--- config.mk ---
export PLATFORM = sky130hd
export DESIGN_NAME = burst_err_channel
export DESIGN_NICKNAME = d
export VERILOG_FILES = /design/src/rtl/chan_pkg.sv /design/src/rtl/chan_lfsr.sv /design/src/rtl/burst_err_channel.sv
export SDC_FILE = /design/constraint.sdc
export NUM_CORES = 1
export LEC_CHECK = 0
export BUFFER_PORTS_ARGS = -buffer_cell sky130_fd_sc_hd__buf_4
export CAP_MARGIN = 10
export CORE_MARGIN = 2
export CORE_UTILIZATION = 59
export DETAILED_ROUTE_END_ITERATION = 8
export PLACE_DENSITY_LB_ADDON = 0.05
export SLEW_MARGIN = 30
export SYNTH_ARGS = -nofsm -noshare
export SYNTH_HDL_FRONTEND = slang
export SYNTH_SLANG_ARGS = --single-unit
--- constraint.sdc ---
create_clock -name clk -period 7.9 [get_ports clk]
set_input_delay 1.975 -clock clk [delete_from_list [all_inputs] [get_ports clk]]
set_output_delay 1.975 -clock clk [all_outputs]
set_load 0.1 [all_outputs]
--- src/rtl/chan_pkg.sv ---
// Shared types, LFSR polynomial and saturating arithmetic for the burst error channel.
package chan_pkg;

    typedef enum logic [1:0] {
        MODE_OFF      = 2'd0,
        MODE_PERIODIC = 2'd1,
        MODE_RANDOM   = 2'd2,
        MODE_RSVD     = 2'd3
    } chan_mode_t;

    typedef enum logic {
        ST_IDLE  = 1'b0,
        ST_BURST = 1'b1
    } chan_state_t;

    // Right-shifting Galois taps for x^16+x^14+x^13+x^11+1.
    localparam logic [15:0] LFSR_POLY = 16'hB400;

    function automatic logic [31:0] sat_add(input logic [31:0] acc,
                                            input logic [31:0] inc,
                                            input logic [31:0] max_val);
        logic [32:0] sum;
        logic [31:0] res;
        sum = {1'b0, acc} + {1'b0, inc};
        res = (sum > {1'b0, max_val}) ? max_val : sum[31:0];
        return res;
    endfunction

endpackage

--- src/rtl/chan_lfsr.sv ---
// 16-bit Galois LFSR that steps only when adv_i is high; exposes its low OUT_W bits.
module chan_lfsr
    import chan_pkg::*;
#(
    parameter logic [15:0] SEED  = 16'hACE1,
    parameter int          OUT_W = 3
) (
    input  logic             clk,
    input  logic             rst,
    input  logic             adv_i,
    output logic [OUT_W-1:0] lfsr_o
);

    logic [15:0] lfsr_q;
    logic [15:0] lfsr_d;

    always_comb begin
        lfsr_d = lfsr_q;
        if (adv_i) begin
            lfsr_d = (lfsr_q >> 1) ^ (lfsr_q[0] ? LFSR_POLY : 16'h0000);
        end
    end

    always_ff @(posedge clk or negedge rst) begin
        if (!rst) begin
            lfsr_q <= SEED;
        end else begin
            lfsr_q <= lfsr_d;
        end
    end

    assign lfsr_o = lfsr_q[OUT_W-1:0];

endmodule

--- src/rtl/burst_err_channel.sv ---
// Corrupting channel: XOR-injects periodic or LFSR-driven error bursts into a symbol stream.
// Optional BURST_CNT_EN enables the bursts-started counter on burst_ct_o.
module burst_err_channel
    import chan_pkg::*;
#(
    parameter int          W        = 2,
    parameter int          PER_LOG2 = 3,
    parameter int          BL_W     = 3,
    parameter int          CNT_W    = 16,
    parameter logic [15:0] SEED     = 16'hACE1
) (
    input  logic                clk,
    input  logic                rst,
    input  logic                clr_i,
    input  logic [1:0]          cfg_mode_i,
    input  logic [PER_LOG2-1:0] cfg_offset_i,
    input  logic [BL_W-1:0]     cfg_blen_i,
    input  logic [W-1:0]        cfg_mask_i,
    input  logic                sym_valid_i,
    input  logic [W-1:0]        sym_i,
    output logic                sym_valid_o,
    output logic [W-1:0]        sym_o,
    output logic [W-1:0]        err_o,
    output logic [CNT_W-1:0]    bit_err_ct_o,
    output logic [CNT_W-1:0]    sym_ct_o,
    output logic [CNT_W-1:0]    burst_ct_o
);

    localparam logic [CNT_W-1:0]    CNT_MAX = '1;
    localparam logic [PER_LOG2-1:0] POS_ONE = PER_LOG2'(1);
    localparam logic [BL_W-1:0]     REM_ONE = BL_W'(1);
    localparam int                  PERIOD  = 2 ** PER_LOG2;

    chan_mode_t          mode;
    chan_state_t         state_q, state_d;
    logic [PER_LOG2-1:0] pos_q, pos_d;
    logic [PER_LOG2-1:0] lfsr_low;
    logic [BL_W-1:0]     rem_q, rem_d;
    logic                hit, start_ok, corrupt, adv, mode_active, covers;
    logic [W-1:0]        err_d, sym_d, err_q, sym_q;
    logic                valid_q;
    logic [CNT_W-1:0]    bit_ct_q, bit_ct_d, sym_ct_q, sym_ct_d;
    logic [31:0]         pop;

    assign mode        = chan_mode_t'(cfg_mode_i);
    assign adv         = sym_valid_i && !clr_i;
    assign mode_active = (mode == MODE_PERIODIC) || (mode == MODE_RANDOM);
    // A burst at least one period long would otherwise skip positions; retrigger on every IDLE symbol.
    assign covers      = (32'(cfg_blen_i) >= 32'(PERIOD));
    assign start_ok    = hit && (cfg_blen_i != '0);

    chan_lfsr #(
        .SEED  (SEED),
        .OUT_W (PER_LOG2)
    ) u_lfsr (
        .clk    (clk),
        .rst    (rst),
        .adv_i  (adv),
        .lfsr_o (lfsr_low)
    );

    always_comb begin
        hit = 1'b0;
        case (mode)
            MODE_PERIODIC: hit = (pos_q == cfg_offset_i) || covers;
            MODE_RANDOM:   hit = (lfsr_low == '0);
            default:       hit = 1'b0;
        endcase
    end

    always_comb begin
        state_d = state_q;
        rem_d   = rem_q;
        pos_d   = pos_q;
        corrupt = 1'b0;
        if (clr_i) begin
            state_d = ST_IDLE;
            rem_d   = '0;
            pos_d   = '0;
        end else if (sym_valid_i) begin
            pos_d = pos_q + POS_ONE;
            case (state_q)
                ST_IDLE: begin
                    if (start_ok) begin
                        corrupt = 1'b1;
                        rem_d   = cfg_blen_i - REM_ONE;
                        if (cfg_blen_i != REM_ONE) begin
                            state_d = ST_BURST;
                        end
                    end
                end
                ST_BURST: begin
                    if (!mode_active) begin
                        state_d = ST_IDLE;
                        rem_d   = '0;
                    end else begin
                        corrupt = 1'b1;
                        rem_d   = rem_q - REM_ONE;
                        if (rem_q == REM_ONE) begin
                            state_d = ST_IDLE;
                        end
                    end
                end
                default: state_d = ST_IDLE;
            endcase
        end
    end

    always_comb begin
        err_d = corrupt ? cfg_mask_i : '0;
        sym_d = sym_i ^ err_d;
        pop   = '0;
        for (int i = 0; i < W; i++) begin
            pop = pop + 32'(err_d[i]);
        end
        bit_ct_d = bit_ct_q;
        sym_ct_d = sym_ct_q;
        if (clr_i) begin
            bit_ct_d = '0;
            sym_ct_d = '0;
        end else if (sym_valid_i) begin
            bit_ct_d = CNT_W'(sat_add(32'(bit_ct_q), pop, 32'(CNT_MAX)));
            sym_ct_d = CNT_W'(sat_add(32'(sym_ct_q), 32'd1, 32'(CNT_MAX)));
        end
    end

    always_ff @(posedge clk or negedge rst) begin
        if (!rst) begin
            state_q  <= ST_IDLE;
            pos_q    <= '0;
            rem_q    <= '0;
            valid_q  <= 1'b0;
            sym_q    <= '0;
            err_q    <= '0;
            bit_ct_q <= '0;
            sym_ct_q <= '0;
        end else begin
            state_q  <= state_d;
            pos_q    <= pos_d;
            rem_q    <= rem_d;
            valid_q  <= sym_valid_i;
            bit_ct_q <= bit_ct_d;
            sym_ct_q <= sym_ct_d;
            // Data outputs hold across gaps; a clear still wipes the reported error pattern.
            if (sym_valid_i) begin
                sym_q <= sym_d;
                err_q <= err_d;
            end else if (clr_i) begin
                err_q <= '0;
            end
        end
    end

`ifdef BURST_CNT_EN
    logic [CNT_W-1:0] burst_ct_q;
    logic             trigger;

    assign trigger = adv && (state_q == ST_IDLE) && start_ok;

    always_ff @(posedge clk or negedge rst) begin
        if (!rst) begin
            burst_ct_q <= '0;
        end else if (clr_i) begin
            burst_ct_q <= '0;
        end else if (trigger) begin
            burst_ct_q <= CNT_W'(sat_add(32'(burst_ct_q), 32'd1, 32'(CNT_MAX)));
        end
    end

    assign burst_ct_o = burst_ct_q;
`else
    assign burst_ct_o = '0;
`endif

    assign sym_valid_o  = valid_q;
    assign sym_o        = sym_q;
    assign err_o        = err_q;
    assign bit_err_ct_o = bit_ct_q;
    assign sym_ct_o     = sym_ct_q;

endmodule
# [Word-level counts from Yosys, hierarchy flattened]
# Cells that the tools add are included.
[classes] addsub=6 magnitude_cmp=2 n_eq_ne=6 n_mux=30 n_bitwise=3 n_reduce_logical=8
[ops] operator="$mux W16" n=7
[ops] operator="$gt A17 B16 Y1 const B" n=2
[ops] operator="$mux W3" n=6
[ops] operator="$add A16 B1 Y17 const B" n=1
[ops] operator="$add A16 B2 Y17" n=1
[ops] operator="$xor A15 B16 Y16" n=1
[ops] operator="$mux W1" n=10
[ops] operator="$mux W2" n=3
[ops] operator="$pmux W1 S2" n=3
[ops] operator="$pmux W3 S2" n=1
[ops] operator="$sub A3 B1 Y3 const B" n=2
[ops] operator="$add A3 B1 Y3 const B" n=1
[ops] operator="$eq A3 B1 Y1 const B" n=1
[ops] operator="$eq A3 B3 Y1" n=1
[ops] operator="$logic_not A3 Y1" n=1
[ops] operator="$ne A3 B1 Y1 const B" n=1
[ops] operator="$ne A3 B3 Y1 const B" n=1
[ops] operator="$reduce_bool A3 Y1" n=1
[ops] operator="$add A1 B1 Y2" n=1
[ops] operator="$eq A2 B1 Y1 const B" n=1
[ops] operator="$eq A2 B2 Y1 const B" n=1
[ops] operator="$logic_and A1 B1 Y1" n=2
[ops] operator="$reduce_and A2 Y1" n=1
[ops] operator="$reduce_bool A2 Y1" n=1
[ops] operator="other kinds (4)" n=4
[word_totals] regBits=60 inputBits=16

# [Depth between registers and ports, before layout]
# Gate-level depths: netlist of run 1.
[depth] depth_word=14 depth_mapped=17 ltp_nobuf=16

# [Cells and area by module]
# A second synthesis of run 1 with hierarchy kept.
[hier_totals] cells_unflattened=343 area_unflattened_um2=3452.1
[modules_own_cells] mod="burst_err_channel" n_inst=1 cells_each=300 area_each_um2=2773.9 seq_area_each_um2=1101.1
[modules_own_cells] mod="chan_lfsr" n_inst=1 cells_each=43 area_each_um2=678.2 seq_area_each_um2=410.4

# [Least setup slack after synthesis of run 1]
# OpenSTA, ideal clock, no wires.
[synth_path] kind="input-to-reg" startpoint="input cfg_mode_i[0]" endpoint="register bit_ct_q[8], in the netlist bit_err_ct_o[8]" setup_time_ns=0.086 arrival_ns=4.756 t_required_ns=7.814 slack_ns=3.057 cell_stages=17 n_path_buf=1 cell_sequence="inv_1 -> ha_1 -> nor4b_4 -> a41oi_2 -> o31ai_1 -> nand3_1 -> xnor2_1 -> ha_1 -> a21oi_1 -> clkinv_2 -> ha_1 -> and4_1 -> and2_1 -> clkbuf_1 -> a31oi_1 -> nor2_1 -> nor3_1"
[synth_between] elab_chain_cells=14
[synth_lines] item="start, declared" line="burst_err_channel.sv:15" source="input logic [1:0] cfg_mode_i,"
[synth_lines] item="$eq A2 B2 Y1 or $eq A2 B1 Y1 (tied branches)" line="burst_err_channel.sv:47, burst_err_channel.sv:64"
[synth_lines] item="$pmux W1 S2" line="burst_err_channel.sv:64" source="case (mode)"
[synth_lines] item="$logic_and A1 B1 Y1" line="burst_err_channel.sv:50" source="assign start_ok = hit && (cfg_blen_i != '0);"
[synth_lines] item="$mux W1" line="burst_err_channel.sv:84" source="if (start_ok) begin"
[synth_lines] item="$pmux W1 S2 *" line="burst_err_channel.sv:82" source="case (state_q)"
[synth_lines] item="$mux W1 *" line="burst_err_channel.sv:80" source="end else if (sym_valid_i) begin"
[synth_lines] item="$mux W1 *" line="burst_err_channel.sv:76" source="if (clr_i) begin"
[synth_lines] item="$mux W2 *" line="burst_err_channel.sv:110" source="err_d = corrupt ? cfg_mask_i : '0;"
[synth_lines] item="$add A1 B1 Y2 *" line="burst_err_channel.sv:114" source="pop = pop + 32'(err_d[i]);"
[synth_lines] item="$add A16 B2 Y17 *" line="chan_pkg.sv:24" source="sum = {1'b0, acc} + {1'b0, inc};"
[synth_lines] item="$gt A17 B16 Y1" line="chan_pkg.sv:25" source="res = (sum > {1'b0, max_val}) ? max_val : sum[31:0];"
[synth_lines] item="$mux W16 *" line="chan_pkg.sv:25"
[synth_lines] item="$mux W16 *" line="burst_err_channel.sv:121" source="end else if (sym_valid_i) begin"
[synth_lines] item="$mux W16 *" line="burst_err_channel.sv:118" source="if (clr_i) begin"
[synth_lines] item="end signal, assigned" line="burst_err_channel.sv:142" source="bit_ct_q <= bit_ct_d;"
[synth_lines] item="end, declared" line="burst_err_channel.sv:42" source="logic [CNT_W-1:0] bit_ct_q, bit_ct_d, sym_ct_q, sym_ct_d;"
# Mark *: on every way between the ends. The rest lies on a longest branch, timed or not. The select of a mux whose other input is x is not followed.
# A chain may end at the register's enable or synchronous reset.

# [Worst setup path after layout of run 1]
[layout_path] startpoint="input sym_valid_i" endpoint="register bit_ct_q[3], in the netlist bit_err_ct_o[3]"
[layout_between] elab_chain_cells=9
[layout_lines] item="start, declared" line="burst_err_channel.sv:19" source="input logic sym_valid_i,"
[layout_lines] item="$mux W1" line="burst_err_channel.sv:80"
[layout_lines] item="$mux W1" line="burst_err_channel.sv:76"
[layout_lines] item="$mux W2" line="burst_err_channel.sv:110"
[layout_lines] item="$add A1 B1 Y2" line="burst_err_channel.sv:114"
[layout_lines] item="$add A16 B2 Y17" line="chan_pkg.sv:24"
[layout_lines] item="$gt A17 B16 Y1" line="chan_pkg.sv:25"
[layout_lines] item="$mux W16" line="chan_pkg.sv:25"
[layout_lines] item="$mux W16" line="burst_err_channel.sv:121"
[layout_lines] item="$mux W16" line="burst_err_channel.sv:118"
# Parallel ways exist; a longest one is shown, timed or not. The select of a mux whose other input is x is not followed.

==> results of run 1 <==
==> worst max-delay path by stage <==
stage                       start              end  slack (ps)  depth (start not counted)
global route          sym_valid_i  bit_err_ct_o[8]        2240                         13
global placement      sym_valid_i  bit_err_ct_o[3]        2410                         12
floorplan           cfg_mode_i[0]  bit_err_ct_o[8]        3060                         17
finish                sym_valid_i  bit_err_ct_o[3]        2550                         12
detailed placement    sym_valid_i  bit_err_ct_o[3]        2240                         12
CTS                   sym_valid_i  bit_err_ct_o[3]        2570                         12
==> area by class of cell <==
type / count / area (um2) / area share, %
multi-input cells: 281 / 1690 / 42.8
flip-flops and latches: 60 / 1510 / 38.2
repair buffers: 52 / 390 / 9.87
clock buffers: 11 / 141 / 3.57
well taps: 72 / 90.1 / 2.28
clock inverters: 5 / 75.1 / 1.90
inverters: 14 / 53.8 / 1.36
==> synthesized netlist by cell type (all sizes together), types with 2 or more instances <==
master | count | area share, %
nand2 | 57 | 6.3
dfrtp | 52 | 38
nor2 | 39 | 4.3
buf | 24 | 5.3
a21oi | 15 | 2.2
a211oi | 13 | 2.9
ha | 13 | 4.8
inv | 13 | 1.4
nor3 | 13 | 1.9
a31oi | 12 | 2.2
and3 | 12 | 2.2
clkbuf | 10 | 1.1
nand3 | 10 | 1.5
o21ai | 10 | 1.5
a311oi | 9 | 2.3
xnor2 | 9 | 2.3
and2 | 8 | 1.5
dfstp | 8 | 6.1
and4 | 5 | 1.4
nor2b | 5 | 0.91
nor4 | 4 | 0.91
mux2i | 3 | 0.88
nand2b | 3 | 0.62
nand4 | 3 | 0.99
o21bai | 3 | 0.66
o22ai | 3 | 0.55
xor2 | 3 | 0.77
a21o | 2 | 0.44
nor4b | 2 | 1.1
==> cell families after synthesis <==
logic type	after synthesis	share of synthesized area, %
simple gates	163	24.0
compound gates	73	14.7
flops	60	44.2
buf+inv	48	7.97
fa+ha+maj	13	4.76
xor+xnor	12	3.07
mux	4	1.21
other cells	1	0.110
==> stage by stage <==
step           hold slack (ps)  utilization [%]  setup slack, ps
3_5_place_dp               444             67.5             2240
3_3_place_gp               445             67.5             2410
2_1_floorplan              435                -             3060
4_1_cts                    456             71.4             2570
6_report                   454             71.4             2550
5_1_grt                    478             71.4             2240
==> power by group through the flow <==
stage | clock (W) | combinational, W | sequential, W
after floorplan | 0 | 0.000101 | 0.000385
after global placement | 0 | 0.000139 | 0.000368
after detailed placement | 0 | 0.000140 | 0.000368
after CTS | 0.000311 | 0.000141 | 0.000363
after global routing | 0.000328 | 0.000154 | 0.000367
final | 0.000304 | 0.000140 | 0.000363
==> state kept, by name (all words and copies together), names as in the netlist <==
register       cells
rem_q              3
sym_ct_o          16
sym_valid_o        1
err_o              2
pos_q              3
bit_err_ct_o      16
state_q            1
sym_o              2
u_lfsr.lfsr_q     16
==> layer usage <==
layer	track usage, %	share of wire (%)	vias up
li1	-	-	1367
met1	34.5	46	1340
met2	36.9	46	92
met3	5.96	6.0	11
met4	10.7	1.6	0
met5	0	0	-
==> tightest hold or removal path: stages, from the launching register on <==
cell,delay [ps]
dfstp_2,370
nand2_1,50
nand2_1,40
==> metrics.md, run 1 <==
| Metric | Value |
|---|---|
| Die width | `80.1 um` |
| Bufs and invs on worst path | `2` |
| Flop pwr share | `45.0%` |
| Worst skew pair latency | `340 ps` |
| Seq/Total Area, Yosys | `44.2%` |
| Hold path depth | `2` |
| FF-to-FF End | `bit_err_ct_o[3]` |
| Status | `completed` |
| # setup viols final | `0` |
| Synthesis-stage register bit count | `60` |
| Hold WC Path Type | `reg2reg` |
| Total Nets Final | `between 400 and 500` |
| Row count | `27` |
| CP Data Arrival Time | `5550 ps` |
| Routed Antenna Nets | `0` |
| DR WL/cell | `~15 um` |
| Clock transition at path regs | `70 ps` |
| Worst Hold End | `u_lfsr.lfsr_q[5]` |
| Most frequent cells in the layout | `57 x nand2_1, 52 x dfrtp_1, 52 x buf_4, 39 x nor2_1, 16 x conb_1` |
| Hold_buf cts | `0` |
| H-tree levels | `3` |
| Gp weighted congestion | `just under 0.8` |
| DR vias | `2810` |
| Slew @ Worst Pin | `880 ps` |
| PD cells | `204 nW/um2` |
| Hold Path Origin | `u_lfsr.lfsr_q[6]` |
| WL final | `7200 um` |
| Peak VDD IR | `around 0.14 mV` |
| Startpoint types | `primary input` |
| FMAX | `187 MHz` |
| Asr flop ratio synth | `100%` |
| Placed cell area | `3740 um2` |
| Total Die Area | `6420 um2` |
| Worst slew margin | `41.2%` |
| Post-route cell area | `a little under 4000 um2` |
| Hold Fails Final Rpt | `0` |
| Pleak | `around 1.9 nW` |
| Inst Count DP | `479` |
| Clk sinks | `60` |
| DR vias/cell | `5.68` |
| Syn. warnings | `0` |
| Worst Skew | `8.25 ps` |
| Crit Path Max Fanout | `between 50 and 60` |
| Die extent in y | `80.1 um` |
| Inserted Clock Buffers | `9` |
| Final HPWL DP | `4790 um` |
| P_int | `0.000563 W` |
| RSZ-0062 raised after global routing | `no` |
| IO Port Bufs | `52` |
| Power Total | `0.000807 W` |
| Avg Cell Area, Syn | `9.15 um2` |
| GR Overflow Total | `0` |
| EDFF count, synth | `0` |
| Critical path required time | `8100 ps` |
| Final setup TNS | `0 ps` |
| Net Sw Frac | `30.2%` |
| Mapped Cells | `374` |
| First-pass DRT Iterations | `4` |
| Most common cell after layout, fill and taps aside | `nand2_1` |
| Vias in the first global route | `2620` |
| FF-to-FF setup slack | `4260 ps` |
| Antenna violations before repair | `0` |
| Synth Cell Area | `about 3400 um2` |
| R2R cell count | `13` |
| Placeable Area | `5540 um2` |
| Fin. max-slew vios | `0` |
| Gr usage total | `24.8%` |
| Crit Path Class | `in2reg` |
| CTS Buffer Depth | `2` |
| Critical-path cell list | `buf_4, nor2b_1, nand3_1, xnor2_1, ha_1, a21oi_1, clkinv_2, ha_1, and4_1, and3_1, nor4_1, nor4_1` |
| Top-Level Pins | `69` |
| Post-CTS setup buffers | `0` |
| Critical Path Max Stage Delay | `780 ps` |
| P_sw | `roughly 0.00024 W` |
| Power share of the clock group | `37.7%` |
| CTS root buf | `clkbuf_8` |
| Starting Density | `61.7%` |
| Synth unique cells | `49` |
| Worst r2r src | `pos_q[0]` |
| Pin count of the biggest net entering global routing | `a little over 60` |
| Syn-to-layout area delta | `15.6%` |
| Max_cap viols | `0` |
| CTS tree | `built` |
| Filler cells | `456` |
| Crit path capture type | `flip-flop` |
| # DRC | `0` |
| Final Critical Period | `5350 ps` |
| Critical-path top delay cell | `nor2b_1` |
| Cts repair resizes | `0` |
| CP delay by family, top | `simple AND/OR/NAND/NOR gates` |
| Finished Layout Cells | `495` |
| First-pass GRT wire length | `12300 um` |
| Fin crit share | `67.8%` |
| Prevailing post-synth register cell | `dfrtp_1` |
| Layout cell share with drive strength beyond 1 | `20.3%` |
| Initial DRC Count | `168` |
| Share of total power in combinational logic | `between 10% and 20%` |
| Antenna cells | `0` |
No activity file was read; power rests on OpenSTA's default activity.
==> inputs of run 2 (changes only) <==
--- a/config.mk
+++ b/config.mk
@@ -5,10 +5,11 @@
 export SDC_FILE = /design/constraint.sdc
 export NUM_CORES = 1
 export LEC_CHECK = 0
+export ABC_AREA = 1
 export BUFFER_PORTS_ARGS = -buffer_cell sky130_fd_sc_hd__buf_4
 export CAP_MARGIN = 10
 export CORE_MARGIN = 2
-export CORE_UTILIZATION = 59
+export CORE_UTILIZATION = 56
 export DETAILED_ROUTE_END_ITERATION = 8
 export PLACE_DENSITY_LB_ADDON = 0.05
 export SLEW_MARGIN = 30
==> constraint.sdc (replaced) <==
create_clock -name clk -period 5.5 [get_ports clk]
set_input_delay 1.375 -clock clk [delete_from_list [all_inputs] [get_ports clk]]
set_output_delay 1.375 -clock clk [all_outputs]
set_load 0.1 [all_outputs]
==> run 2 against run 1 <==
Largest power group unchanged. Global-route usage about the same. Combinational power up 39%. Synthesized cell count grew 30%. Flip-flop and latch count did not move. Cell count rose by 25%. Clock power rose by 42%.
==> metrics.md, run 2 <==
| Metric | Value |
|---|---|
| Initial DRC Count | `200 (+19%)` |
| H-tree levels | `3 (unchanged)` |
| Avg Cell Area, Syn | `7.53 um2 (-18%)` |
| Final setup TNS | `0 ps (unchanged)` |
| # DRC | `0 (unchanged)` |
| FF-to-FF setup slack | `2110 ps (-2150 ps)` |
| Synth Cell Area | `3650 um2 (+6.7%)` |
| Gr usage total | `24.8% (about the same)` |
| PD cells | `272 nW/um2 (+33%)` |
| Post-Synth XOR/XNOR Area | `5.52% (+2.4 points)` |
| Routed Antenna Nets | `0 (unchanged)` |
| Status | `completed` |
| Post-CTS setup buffers | `0 (unchanged)` |
| Total Die Area | `7180 um2 (+12%)` |
| Cts repair resizes | `0 (unchanged)` |
| DR vias/cell | `5.18 (-8.7%)` |
| Largest area contributor in the netlist | `dfrtp_1` |
| Worst Skew | `7.18 ps (-1.07 ps)` |
| Starting Density | `57.8% (-3.9 points)` |
| Worst slew margin | `49.6% (+8.4 points)` |
| Most frequent cells in the layout | `164 x nand2_1, 55 x inv_1, 54 x buf_4, 52 x dfrtp_1, 33 x o21ai_0` |
| Critical-path top delay cell | `ha_1` |
| Crit Path Class | `in2reg` |
| Slew @ Worst Pin | `756 ps (-124 ps)` |
| Vias in the first global route | `3090 (+18%)` |
| Pin count of the biggest net entering global routing | `61 (unchanged)` |
| Pleak | `2.29 nW (+20%)` |
| Area contributors post-synth | `dfrtp_1 36%, nand2_1 17%, dfstp_2 5.8%` |
| Crit Path Max Fanout | `12 (-79%)` |
| Share of synthesized area spent on multiplexers | `0% (-1.2 points)` |
| FMAX | `237 MHz` |
| DR WL/cell | `13.6 um (-6.3%)` |
| Critical path required time | `5700 ps (-2400 ps)` |
| CP Data Arrival Time | `4420 ps (-1130 ps)` |
| GR Overflow Total | `0 (unchanged)` |
| Top-Level Pins | `69 (unchanged)` |
| Asr flop ratio synth | `100% (unchanged)` |
| RSZ-0062 raised after global routing | `no` |
| Mapped Cells | `485 (+30%)` |
| Post-synthesis adder-cell area fraction | `4.46% (-0.30 points)` |
| Fin. max-slew vios | `0 (unchanged)` |
| Critical-path cell list | `buf_4, inv_1, ha_1, a21oi_1, nand2_1, nand2_1, nand3_1, xor2_1, ha_1, inv_1, nand2_1, ha_1, nand2_1, inv_1, nand4_1, nor2_1, nand2_1, inv_1, o21ai_0, o21ai_0` |
| First-pass GRT wire length | `14200 um (+15%)` |
| Inst Count DP | `601 (+25%)` |
| Final Critical Period | `4220 ps` |
| CTS Buffer Depth | `2 (unchanged)` |
| Antenna cells | `0 (unchanged)` |
| Gp weighted congestion | `0.871 (+9.5%)` |
| Clock transition at path regs | `60 ps (about the same)` |
| CTS tree | `built` |
| Prevailing post-synth register cell | `dfrtp_1` |
| Synth unique cells | `32 (-35%)` |
| IO Port Bufs | `52 (unchanged)` |
| Synthesis-stage register bit count | `60 (unchanged)` |
| Post-synth top area share | `35.7% (-2.4 points)` |
| WL final | `8410 um (+17%)` |
| Hold WC Path Type | `reg2reg` |
| First-pass DRT Iterations | `5 (+1)` |
| Antenna violations before repair | `0 (unchanged)` |
| Startpoint types | `primary input` |
| Compound-gate portion of the synthesized area | `7.51% (-7.2 points)` |
| Clk sinks | `60 (unchanged)` |
| Most frequent cell after synthesis | `nand2_1` |
| Die width | `84.7 um (+5.7%)` |
| DR vias | `3198 (+14%)` |
| Finished Layout Cells | `617 (+25%)` |
| Layout cell share with drive strength beyond 1 | `17.6% (-2.7 points)` |
| Placeable Area | `6310 um2 (+14%)` |
| Hold Fails Final Rpt | `0 (unchanged)` |
| Syn-to-layout area delta | `16.0%` |
| Total Nets Final | `564 (+26%)` |
| Post-synthesis simple-gate area fraction | `29.6% (+5.6 points)` |
| CTS root buf | `clkbuf_8` |
| Max_cap viols | `0 (unchanged)` |
| Final HPWL DP | `5820 um (+21%)` |
| Synth cell count leaders | `164 x nand2_1, 55 x inv_1, 52 x dfrtp_1` |
| Hold_buf cts | `0 (unchanged)` |
| EDFF count, synth | `0 (unchanged)` |
| Peak VDD IR | `0.205 mV (+51%)` |
| Fin crit share | `76.7%` |
| Filler cells | `579 (+27%)` |
| Syn. warnings | `0 (unchanged)` |
| # setup viols final | `0 (unchanged)` |
| Row count | `29 (+7.4%)` |
| Critical Path Max Stage Delay | `300 ps (-480 ps)` |
| Main combinational cell family by area after synthesis | `simple AND/OR/NAND/NOR gates` |
| Worst skew pair latency | `350 ps (about the same)` |
| Die extent in y | `84.7 um (+5.7%)` |
| Most common cell after layout, fill and taps aside | `nand2_1` |
| Seq/Total Area, Yosys | `41.4% (-2.8 points)` |
| CP most frequent cell | `nand2_1` |
| Crit path capture type | `flip-flop` |
| Inserted Clock Buffers | `9 (unchanged)` |
[run 2: area by class of cell]
type | count | area (um2) | area share (%)
Inverter | 59 | 221 | 5.23
Multi-Input combinational cell | 351 | 1780 | 42.1
Timing Repair Buffer | 54 | 405 | 9.58
Clock buffer | 15 | 186 | 4.40
Sequential cell | 60 | 1510 | 35.7
Clock inverter | 1 | 30.0 | 0.709
Tap cell | 77 | 96.3 | 2.28
[run 2: power breakdown]
part / switching (W) / total [W] / leakage (nW) / internal (W)
Clock: 0.000172 / 0.000431 / 0.110 / 0.000259
Combinational: 0.000145 / 0.000195 / 1.38 / 0.0000497
Sequential: 0.0000289 / 0.000527 / 0.793 / 0.000498
[run 2: path summary, 6_finish.rpt]
path                       cells past startpoint             start               end
setup / recovery                              20     cfg_mode_i[0]   bit_err_ct_o[0]
hold reg to reg                                2  u_lfsr.lfsr_q[7]  u_lfsr.lfsr_q[7]
min in group asynchronous                      1               rst      sym_ct_o[10]
hold / removal                                 2  u_lfsr.lfsr_q[7]  u_lfsr.lfsr_q[7]
max in group asynchronous                      1               rst  bit_err_ct_o[12]
setup reg to reg                              19  u_lfsr.lfsr_q[0]   bit_err_ct_o[0]
[run 2: critical path, delay by kind of cell]
| family | cells | cell delay [ps] |
|---|---|---|
| buffers and inverters | 5 | 440 |
| XOR/XNOR | 1 | 200 |
| adder cells (fa/ha/maj) | 3 | 800 |
| AO/OA/AOI/OAI | 3 | 500 |
| AND/OR/NAND/NOR | 8 | 1090 |
[run 2: per-stage QoR]
| stage | hold slack, ps | util [%] | power [W] | instance area [um2] | setup slack (ps) |
|---|---|---|---|---|---|
| 2_1_floorplan | 442 | - | 0.000688 | 3710 | 1570 |
| 6_report | 464 | 67.0 | 0.00115 | 4230 | 1280 |
| 3_3_place_gp | 452 | 63.6 | 0.000723 | 4010 | 1130 |
| 3_5_place_dp | 455 | 63.6 | 0.000729 | 4020 | 1010 |
| 5_1_grt | 482 | 67.0 | 0.00120 | 4230 | 828 |
| 4_1_cts | 464 | 67.0 | 0.00116 | 4230 | 1320 |
[run 2: cells by family after synthesis]
kind of cell / after synthesis
DFF: 60
AOI/OAI and AO/OA: 52
buffers and inverters: 89
other: 1
xor gates and xnor gates: 23
and+or+nand+nor: 247
adders and majority gates: 13
[run 2: routing by layer]
| metal | vias up | wire length, um | global-route usage [%] |
|---|---|---|---|
| met3 | 17 | 415 | 4.13 |
| met1 | 1492 | 3810 | 33.5 |
| met2 | 88 | 4060 | 39.2 |
| li1 | 1601 | - | - |
| met5 | - | 0 | 0 |
| met4 | 0 | 127 | 11.1 |
